[src/rtl/pi_stimulus_core_pkg.sv]
// rtl/pi_stimulus_core_pkg.sv - shared types and widths for the PI stimulus compute stage
// Contents: controller state enum, datapath width constants, parameter defaults.
package pi_stimulus_core_pkg;

    typedef enum logic [2:0] {
        IDLE  = 3'd0,
        ERR   = 3'd1,
        MUL_P = 3'd2,
        MUL_I = 3'd3,
        SUM   = 3'd4
    } state_t;

    localparam int ERR_W   = 9;   // sp - pv, signed, -255..255
    localparam int INTEG_W = 12;  // saturating integral, signed
    localparam int ACC_W   = 21;  // multiply accumulator, signed
    localparam int CNT_W   = 3;   // multiplier bit index 0..7

    localparam int DEF_FRAC_BITS = 4;
    localparam int DEF_INT_LIMIT = 2047;

endpackage

[src/rtl/pi_stimulus_core_if.sv]
// rtl/pi_stimulus_core_if.sv - sample-in / stimulus-out bundle of the PI compute stage
// Ports: pv_stb, sp, pv, kp, ki (toward the core); stimulus, stim_stb, busy (from the core).
interface pi_stimulus_core_if;
    logic       pv_stb;
    logic [7:0] sp;
    logic [7:0] pv;
    logic [7:0] kp;
    logic [7:0] ki;
    logic [7:0] stimulus;
    logic       stim_stb;
    logic       busy;

    modport master (
        output pv_stb, sp, pv, kp, ki,
        input  stimulus, stim_stb, busy
    );

    modport slave (
        input  pv_stb, sp, pv, kp, ki,
        output stimulus, stim_stb, busy
    );
endinterface

[src/rtl/pi_stimulus_core_shift_add_mac.sv]
// rtl/pi_stimulus_core_shift_add_mac.sv - bit-serial shift-add multiply-accumulate
// Ports: clk, reset; clear (zero acc), start (begin 8-step pass), mcand (signed),
//        mplier (unsigned 8-bit); acc (signed accumulator), done (high on the last step).
module shift_add_mac
    import pi_stimulus_core_pkg::*;
(
    input  logic                      clk,
    input  logic                      reset,
    input  logic                      clear,
    input  logic                      start,
    input  logic signed [INTEG_W-1:0] mcand,
    input  logic        [7:0]         mplier,
    output logic signed [ACC_W-1:0]   acc,
    output logic                      done
);
    logic [CNT_W-1:0]         cnt;
    logic                     active;
    logic signed [ACC_W-1:0]  mcand_ext;
    logic signed [ACC_W-1:0]  addend;

    always_comb begin
        mcand_ext = {{(ACC_W-INTEG_W){mcand[INTEG_W-1]}}, mcand};
        addend    = mcand_ext <<< cnt;
        done      = active && (cnt == {CNT_W{1'b1}});
    end

    // A start on the final step of one pass chains straight into the next pass.
    always_ff @(posedge clk) begin
        if (reset) begin
            acc    <= '0;
            cnt    <= '0;
            active <= 1'b0;
        end else begin
            if (clear)
                acc <= '0;
            else if (active && mplier[cnt])
                acc <= acc + addend;

            if (start) begin
                cnt    <= '0;
                active <= 1'b1;
            end else if (active) begin
                cnt <= cnt + 1'b1;
                if (cnt == {CNT_W{1'b1}})
                    active <= 1'b0;
            end
        end
    end
endmodule

[src/rtl/pi_stimulus_core.sv]
// rtl/pi_stimulus_core.sv - sequential fixed-point PI stage producing an 8-bit stimulus
// Ports: clk, reset (sync, active-high); bus (slave): pv_stb/sp/pv/kp/ki in,
//        stimulus/stim_stb/busy out.
module pi_stimulus_core
    import pi_stimulus_core_pkg::*;
#(
    parameter int FRAC_BITS = DEF_FRAC_BITS,
    parameter int INT_LIMIT = DEF_INT_LIMIT
) (
    input  logic               clk,
    input  logic               reset,
    pi_stimulus_core_if.slave  bus
);
    localparam logic signed [INTEG_W:0]  LIM_P    = (INTEG_W+1)'(INT_LIMIT);
    localparam logic signed [INTEG_W:0]  LIM_N    = -LIM_P;
    localparam logic signed [ACC_W-1:0]  STIM_MAX = ACC_W'(255);

    state_t                     state;
    logic [7:0]                 sp_q, pv_q, kp_q, ki_q;
    logic signed [ERR_W-1:0]    e_q, e_calc;
    logic signed [INTEG_W-1:0]  integ_q;
    logic signed [INTEG_W:0]    integ_sum, integ_sat;
    logic [7:0]                 stimulus_q;
    logic                       stim_stb_q;

    logic                       mac_clear, mac_start, mac_done;
    logic signed [INTEG_W-1:0]  mac_mcand;
    logic [7:0]                 mac_mplier;
    logic signed [ACC_W-1:0]    mac_acc;
    logic signed [ACC_W-1:0]    r;

    always_comb begin
        e_calc    = $signed({1'b0, sp_q}) - $signed({1'b0, pv_q});
        integ_sum = {integ_q[INTEG_W-1], integ_q}
                  + {{(INTEG_W+1-ERR_W){e_calc[ERR_W-1]}}, e_calc};
        if (integ_sum > LIM_P)
            integ_sat = LIM_P;
        else if (integ_sum < LIM_N)
            integ_sat = LIM_N;
        else
            integ_sat = integ_sum;

        // ERR clears and arms the MAC; the last P step re-arms it for the I pass.
        mac_clear  = (state == ERR);
        mac_start  = (state == ERR) || ((state == MUL_P) && mac_done);
        mac_mcand  = (state == MUL_I) ? integ_q
                                      : {{(INTEG_W-ERR_W){e_q[ERR_W-1]}}, e_q};
        mac_mplier = (state == MUL_I) ? ki_q : kp_q;

        r = mac_acc >>> FRAC_BITS;
    end

    shift_add_mac u_mac (
        .clk    (clk),
        .reset  (reset),
        .clear  (mac_clear),
        .start  (mac_start),
        .mcand  (mac_mcand),
        .mplier (mac_mplier),
        .acc    (mac_acc),
        .done   (mac_done)
    );

    always_ff @(posedge clk) begin
        if (reset) begin
            state      <= IDLE;
            sp_q       <= '0;
            pv_q       <= '0;
            kp_q       <= '0;
            ki_q       <= '0;
            e_q        <= '0;
            integ_q    <= '0;
            stimulus_q <= '0;
            stim_stb_q <= 1'b0;
        end else begin
            stim_stb_q <= 1'b0;
            case (state)
                IDLE: begin
                    if (bus.pv_stb) begin
                        sp_q  <= bus.sp;
                        pv_q  <= bus.pv;
                        kp_q  <= bus.kp;
                        ki_q  <= bus.ki;
                        state <= ERR;
                    end
                end
                ERR: begin
                    e_q     <= e_calc;
                    integ_q <= integ_sat[INTEG_W-1:0];
                    state   <= MUL_P;
                end
                MUL_P: if (mac_done) state <= MUL_I;
                MUL_I: if (mac_done) state <= SUM;
                SUM: begin
                    if (r[ACC_W-1])
                        stimulus_q <= 8'd0;
                    else if (r > STIM_MAX)
                        stimulus_q <= 8'd255;
                    else
                        stimulus_q <= r[7:0];
                    stim_stb_q <= 1'b1;
                    state      <= IDLE;
                end
                default: state <= IDLE;
            endcase
        end
    end

    assign bus.stimulus = stimulus_q;
    assign bus.stim_stb = stim_stb_q;
    assign bus.busy     = (state != IDLE);
endmodule
[src/flat_wrapper.sv]
// flat-port wrapper written by rule: the top's interface ports become plain ports
module pi_stimulus_core_flat import pi_stimulus_core_pkg::*;
#(
    parameter int FRAC_BITS = DEF_FRAC_BITS,
    parameter int INT_LIMIT = DEF_INT_LIMIT
)
  (clk, reset, bus_pv_stb, bus_sp, bus_pv, bus_kp, bus_ki, bus_stimulus, bus_stim_stb, bus_busy);
  pi_stimulus_core_if bus_i ();
  input  logic clk;
  input  logic reset;
  input wire logic [$bits(bus_i.pv_stb)-1:0] bus_pv_stb;
  input wire logic [$bits(bus_i.sp)-1:0] bus_sp;
  input wire logic [$bits(bus_i.pv)-1:0] bus_pv;
  input wire logic [$bits(bus_i.kp)-1:0] bus_kp;
  input wire logic [$bits(bus_i.ki)-1:0] bus_ki;
  output wire logic [$bits(bus_i.stimulus)-1:0] bus_stimulus;
  output wire logic [$bits(bus_i.stim_stb)-1:0] bus_stim_stb;
  output wire logic [$bits(bus_i.busy)-1:0] bus_busy;
  assign bus_i.pv_stb = bus_pv_stb;
  assign bus_i.sp = bus_sp;
  assign bus_i.pv = bus_pv;
  assign bus_i.kp = bus_kp;
  assign bus_i.ki = bus_ki;
  assign bus_stimulus = bus_i.stimulus;
  assign bus_stim_stb = bus_i.stim_stb;
  assign bus_busy = bus_i.busy;
  pi_stimulus_core #(.FRAC_BITS(FRAC_BITS), .INT_LIMIT(INT_LIMIT)) u_core (.clk(clk), .reset(reset), .bus(bus_i));
endmodule
[config.mk]
export PLATFORM = sky130hd
export DESIGN_NAME = pi_stimulus_core_flat
export DESIGN_NICKNAME = d
export VERILOG_FILES = /design/src/rtl/pi_stimulus_core_pkg.sv /design/src/rtl/pi_stimulus_core_if.sv /design/src/rtl/pi_stimulus_core_shift_add_mac.sv /design/src/rtl/pi_stimulus_core.sv /design/src/flat_wrapper.sv
export SDC_FILE = /design/constraint.sdc
export NUM_CORES = 1
export LEC_CHECK = 0
export CAP_MARGIN = 15
export CORE_UTILIZATION = 40
export CTS_BUF_LIST = sky130_fd_sc_hd__clkbuf_8
export DETAILED_ROUTE_END_ITERATION = 10
export PLACE_DENSITY = 0.55
export SLEW_MARGIN = 5
export SYNTH_ARGS = -nofsm -noshare
export SYNTH_HDL_FRONTEND = slang
export SYNTH_SLANG_ARGS = --single-unit
[constraint.sdc]
create_clock -name clk -period 5.6 [get_ports clk]
set_input_delay 1.68 -clock clk [delete_from_list [all_inputs] [get_ports clk]]
set_output_delay 1.68 -clock clk [all_outputs]
set_load 0.01 [all_outputs]
Yosys cells after proc, flatten, opt, wreduce, memory -nomap -nowiden

Cells that the tools add are included.

Flip-flop bits (word level): 90
Input bits: 35
Word-level logic and storage cells: 55

$add $sub $neg: 4
Order comparisons: 4
Equal/unequal tests: 8
Shift operators: 1
Multiplexer cells: 16
Reduce and logical (&&, ||, !) cells: 10

Operators by type and width:

| operator                                                        | count |
|---|---|
| two-way mux 12 bit                                              | 3 |
| two-way mux 8 bit                                               | 3 |
| adder 21 bit                                                    | 1 |
| <<< shifter 12 x 3 -> 21 bit                                    | 1 |
| greater-than comparator 17 x 9 -> 1 bit, second input constant  | 1 |
| adder 12 x 9 -> 13 bit                                          | 1 |
| greater-than comparator 13 x 12 -> 1 bit, second input constant | 1 |
| less-than comparator 13 x 12 -> 1 bit, second input constant    | 1 |
| one-hot mux 3 bit (4 select lines)                              | 1 |
| two-way mux 3 bit                                               | 3 |
| subtractor 8 x 8 -> 9 bit                                       | 1 |
| equality test 3 x 2 -> 1 bit, second input constant             | 2 |
| equality test 3 bit, second input constant                      | 2 |
| two-way mux 1 bit                                               | 5 |
| less-than comparator 3 x 4 -> 1 bit, second input constant      | 1 |
| != test 2 x 1 -> 1 bit, second input constant                   | 2 |
| OR reduction 2 bit                                              | 2 |
| adder 3 x 1 -> 3 bit, second input constant                     | 1 |
| binary-select mux 1 bit (select 3 bit)                          | 1 |
| equality test 3 x 1 -> 1 bit, second input constant             | 1 |
| logical AND 1 bit                                               | 3 |
| zero test 3 bit                                                 | 1 |
| AND reduction 3 bit                                             | 1 |
| nonzero test 3 bit                                              | 1 |
| 3 further kinds                                                 | 3 |

Longest topological paths before layout

Depth in word-level cells: 5
Depth in mapped cells: 19
Depth with buffers taken out: 19

By module

Synthesis repeated with hierarchy kept, for this count alone.

Cells, all modules: 788
Area, all modules: 6,155.9 µm²

By module, submodules not included:

| module           | instances | cells an instance | area each (µm²) | sequential area each (µm²) |
|---|---|---|---|---|
| pi_stimulus_core | 1         | 467               | 3,752.3         | 1,301.2 |
| shift_add_mac    | 1         | 321               | 2,403.6         | 500.5 |

Worst setup path after synthesis

OpenSTA, ideal clock, no wires.

Kind: reg-to-reg
Start point: register u_core.sp_q[0]
End point: register u_core.integ_q[10]
Library setup time: 0.095 ns
Arrival: 3.892 ns
Setup slack: 1.612 ns
Cell stages (with the launch flop): 19
Clock period less this slack: 3.988 ns
Cells stage by stage: dfxtp_1 > inv_1 > ha_1 > inv_1 > fa_1 > a21o_1 > a21oi_1 > o21ai_0 > a21oi_1 > xnor2_1 > ha_1 > a2111oi_0 > o21a_1 > o31ai_1 > a211o_1 > a21o_1 > xor2_1 > nand3_1 > o311ai_1

Word-level cells in the longest chain between the ends: 5

RTL lines:

| element                               | line                   | source |
|---|---|---|
| from (decl)                           | pi_stimulus_core.sv:19 | `logic [7:0] sp_q, pv_q, kp_q, ki_q;` |
| from (signal assigned)                | pi_stimulus_core.sv:80 | `sp_q <= bus.sp;` |
| subtractor 8 x 8 -> 9 bit *           | pi_stimulus_core.sv:33 | `e_calc = $signed({1'b0, sp_q}) - $signed({1'b0, pv_q});` |
| named net u_core.e_calc[6]            | pi_stimulus_core.sv:20 | `logic signed [ERR_W-1:0] e_q, e_calc;` |
| adder 12 x 9 -> 13 bit *              | pi_stimulus_core.sv:35 | `+ {{(INTEG_W+1-ERR_W){e_calc[ERR_W-1]}}, e_calc};` |
| less-than comparator 13 x 12 -> 1 bit | pi_stimulus_core.sv:38 | `else if (integ_sum < LIM_N)` |
| two-way mux 12 bit                    | pi_stimulus_core.sv:38 |  |
| two-way mux 12 bit *                  | pi_stimulus_core.sv:36 | `if (integ_sum > LIM_P)` |
| to (signal assigned)                  | pi_stimulus_core.sv:89 | `integ_q <= integ_sat[INTEG_W-1:0];` |
| to (decl)                             | pi_stimulus_core.sv:21 | `logic signed [INTEG_W-1:0] integ_q;` |

The timed path passes the listed nets; every way through them passes the cells marked *.
A chain may end at the register's enable or synchronous reset.

Final worst setup path

Same ends and word-level chain as after synthesis.

==> results.cfg <==
[outcome]
status = complete, no violations

[clock_network]
cts_buffers = 9
clk_pin_slew_ps = 90
cts_tree = built
cts.sinks = 90
post_cts.repair.setup_buffers = 0
clk_path_buf_depth = 2
clkLatencyLatePin_ps = 370
h-tree-depth = 3
cts_root_buf = clkbuf_8
cts_resized = 0
cts_hold_buf = 0

[timing]
holdWs_ps = 455.6
hold_viol = 0
worst_slew_margin_rel = 0.3013
setup_viol = 0
drv_slew = 0
period_share = 0.8644
min_period_ps = 4841
worst_pin_slew_ps = 1046
fmax_mhz = 206.6
clock_skew_ps = 17.64
fin_tns_setup_ps = 0
rsz0062_at_grt = false

[routing]
dr.pass1.iters = 7
drc = 0
via_per_inst = 5.489
drtIter0Drc = 263
antenna_left = 0
wire_per_inst_um = 15.37
dr_total_vias = 5154
drt_wl_total_mm = 14.43

[worst_setup_path]
cp_data_required_time_ps = 5870
crit_buf_inv = 2
worst_path_largest_cell_delay_ps = 500
r2r_end = u_core.integ_q[10]$_SDFFE_PP0P_
crit_type = flop to flop
r2r-start = u_core.sp_q[0]$_SDFFE_PP0P_
crit_path_max_fanout = 9
cp_top_family = compound AO/OA/AOI/OAI gates
crit_chain = inv_1 -> ha_1 -> inv_1 -> fa_1 -> a21o_1 -> a21oi_1 -> o21ai_0 -> a21oi_1 -> xnor2_1 -> ha_1 -> a2111oi_0 -> o21a_1 -> o31ai_1 -> a211o_1 -> a21o_1 -> xor2_1 -> nand3_1 -> o311ai_1
critPathLaunchType = flop
regToRegSetupSlack_ps = 760
ff2ff_path_depth = 18
critical-path-slowest-cell = a2111oi_0
worstPathArrival_ps = 5110
crit_path_end_kind = flop

[placed_design]
numPortBuffers = 44
hpwl_mm = 10.80
placed_area_um2 = 6369
routabilityCongestion = 0.9095

[finish]
design_area_um2 = 6580
antenna_cells = 0
post_route_cells_drive_above_1_share = 0.04348
fin_nets = 838
areaGrowthSynthToFinish_pct = 12.40

[logic_synthesis]
synth_fp_nets = 814
synth_enable_flop_cells = 0
ys_types = 61
netlist_area_um2 = 5854
synth.top_cell.area_share = 0.3078
synth_ff_type = dfxtp_1
synth_seq_cells = 90
synthArstFlopShare = 0
synth_cells = 732
synth_area_leaders = dfxtp_1 (31%), ha_1 (9.4%), a21oi_1 (7.4%)
yosysWarnings = 0
yosysSeqAreaShare = 0.3078
avgSynthCellArea_um2 = 7.998
synth_commonest_cells = nand2_1 (114), dfxtp_1 (90), a21oi_1 (87), nor2_1 (73), ha_1 (44)
synth_most_common_cell = nand2_1
synth_top_area_cell = dfxtp_1

[floorplanning]
io_pins = 45
dieArea_um2 = 15120
coreArea_um2 = 14100
die_h_um = 123.0
initial_utilization = 0.4153
die-width_um = 123.0
rows = 43

[pwr]
seqPwrFrac = 0.405
clockPowerShare = 0.244
power_leakage_nw = 2.843
p_sw_frac = 0.3525
combPwrFrac = 0.351
power_switching_w = 0.0006342
p_int_w = 0.001165
ir_drop_uv = 121.2
power.density_nw_per_um2 = 273.4

[global_route]
grt_pass1_wl_mm = 23.85
grt_usage = 0.2025
grt_max_degree = 44
gr-total-overflow = 0
grt_pass1_vias = 4989
antenna_found_initial = 0

[hold_path]
hold_depth = 2
hp-start = u_core.kp_q[5]$_SDFFE_PP0P_
min_to = u_core.kp_q[5]$_SDFFE_PP0P_
min_path_type = flop to flop

[run]
cap_viol_max_count = 0
==> cell usage in the layout (no fill, tap or decap), types with 11 or more instances in the layout <==
| master | synthesis | routed |
|---|---|---|
| mux2i_1 | 41 | 41 |
| ha_1 | 44 | 44 |
| nand2_1 | 114 | 114 |
| xnor2_1 | 13 | 13 |
| a21oi_1 | 87 | 87 |
| dfxtp_1 | 90 | 90 |
| o21ai_0 | 24 | 24 |
| o21a_1 | 11 | 11 |
| inv_1 | 29 | 31 |
| nor2_1 | 73 | 73 |
| o211ai_1 | 11 | 11 |
| clkdlybuf4s50_1 | 0 | 43 |
| nor3_1 | 17 | 17 |
==> worst max path at each step <==
stage                                startpoint                         endpoint  depth (start not counted)
floorplan           u_core.sp_q[0]$_SDFFE_PP0P_  u_core.integ_q[10]$_SDFFE_PP0P_                         18
finish              u_core.sp_q[0]$_SDFFE_PP0P_  u_core.integ_q[10]$_SDFFE_PP0P_                         18
global route        u_core.sp_q[0]$_SDFFE_PP0P_   u_core.integ_q[2]$_SDFFE_PP0P_                         18
global placement    u_core.sp_q[0]$_SDFFE_PP0P_  u_core.integ_q[10]$_SDFFE_PP0P_                         18
CTS                 u_core.sp_q[0]$_SDFFE_PP0P_  u_core.integ_q[10]$_SDFFE_PP0P_                         18
detailed placement  u_core.sp_q[0]$_SDFFE_PP0P_  u_core.integ_q[10]$_SDFFE_PP0P_                         18
==> kinds of logic (layout without fill, tap and decap cells) <==
logic type	Yosys count	count (layout)	share of synthesized area
AOI/OAI and AO/OA	196	196	0.2114
xor gates and xnor gates	23	23	0.03441
adders and majority gates	47	47	0.1043
buffers and inverters	67	94	0.04979
DFF	90	90	0.3078
muxes	50	50	0.09703
and+or+nand+nor	259	259	0.1953
==> power by group through the flow <==
stage | sequential (W) | clock (W) | combinational [W]
floorplan | 0.000724 | 0 | 0.000487
global placement | 0.000743 | 0 | 0.000606
detailed placement | 0.000743 | 0 | 0.000621
CTS | 0.000728 | 0.000457 | 0.000626
global route | 0.000736 | 0.000480 | 0.000699
finish | 0.000729 | 0.000438 | 0.000632
==> layer usage <==
metal	global-route usage	part of all wire	routed length (um)
met2	0.3669	0.51	7315
met1	0.2349	0.44	6363
met4	0.06852	0.016	233
met3	0.04336	0.036	515
met5	0	0	0
==> state kept, by name (all words and copies together) (netlist names) <==
name / cells
u_core.bus.stim_stb: 1
u_core.bus.stimulus: 8
u_core.e_q: 9
u_core.integ_q: 12
u_core.ki_q: 8
u_core.kp_q: 8
u_core.pv_q: 8
u_core.sp_q: 8
u_core.state: 3
u_core.u_mac.acc: 21
u_core.u_mac.active: 1
u_core.u_mac.cnt: 3
==> area by class of cell <==
class                   instances  area (um2)
flip-flops and latches         90        1802
fillers                      1417        7516
clock inverters                 4       46.29
repair buffers                 48       485.5
multi-input cells             575        3761
well taps                     180       225.2
clock buffers                  10       137.6
inverters                      32       122.6
==> worst register-to-register path: stages, from the launching register on <==
cell and delay (ps):
dfxtp_1 320, inv_1 50, ha_1 160, inv_1 60, fa_1 400, a21o_1 200
a21oi_1 230, o21ai_0 120, a21oi_1 260, xnor2_1 180, ha_1 350, a2111oi_0 500
o21a_1 220, o31ai_1 100, a211o_1 330, a21o_1 190, xor2_1 440, nand3_1 420
o311ai_1 210
==> per-stage QoR <==
stage	instances	power, W	setup slack (ps)	utilization
after floorplan	732	0.001211	1612	-
after global placement	924	0.001349	1083	0.4518
after detailed placement	924	0.001365	897.1	0.4518
after CTS	938	0.001811	851.3	0.4649
after global routing	939	0.001915	443.9	0.4668
final	939	0.001799	759.4	0.4668
Power figures use the tool's default switching activity.
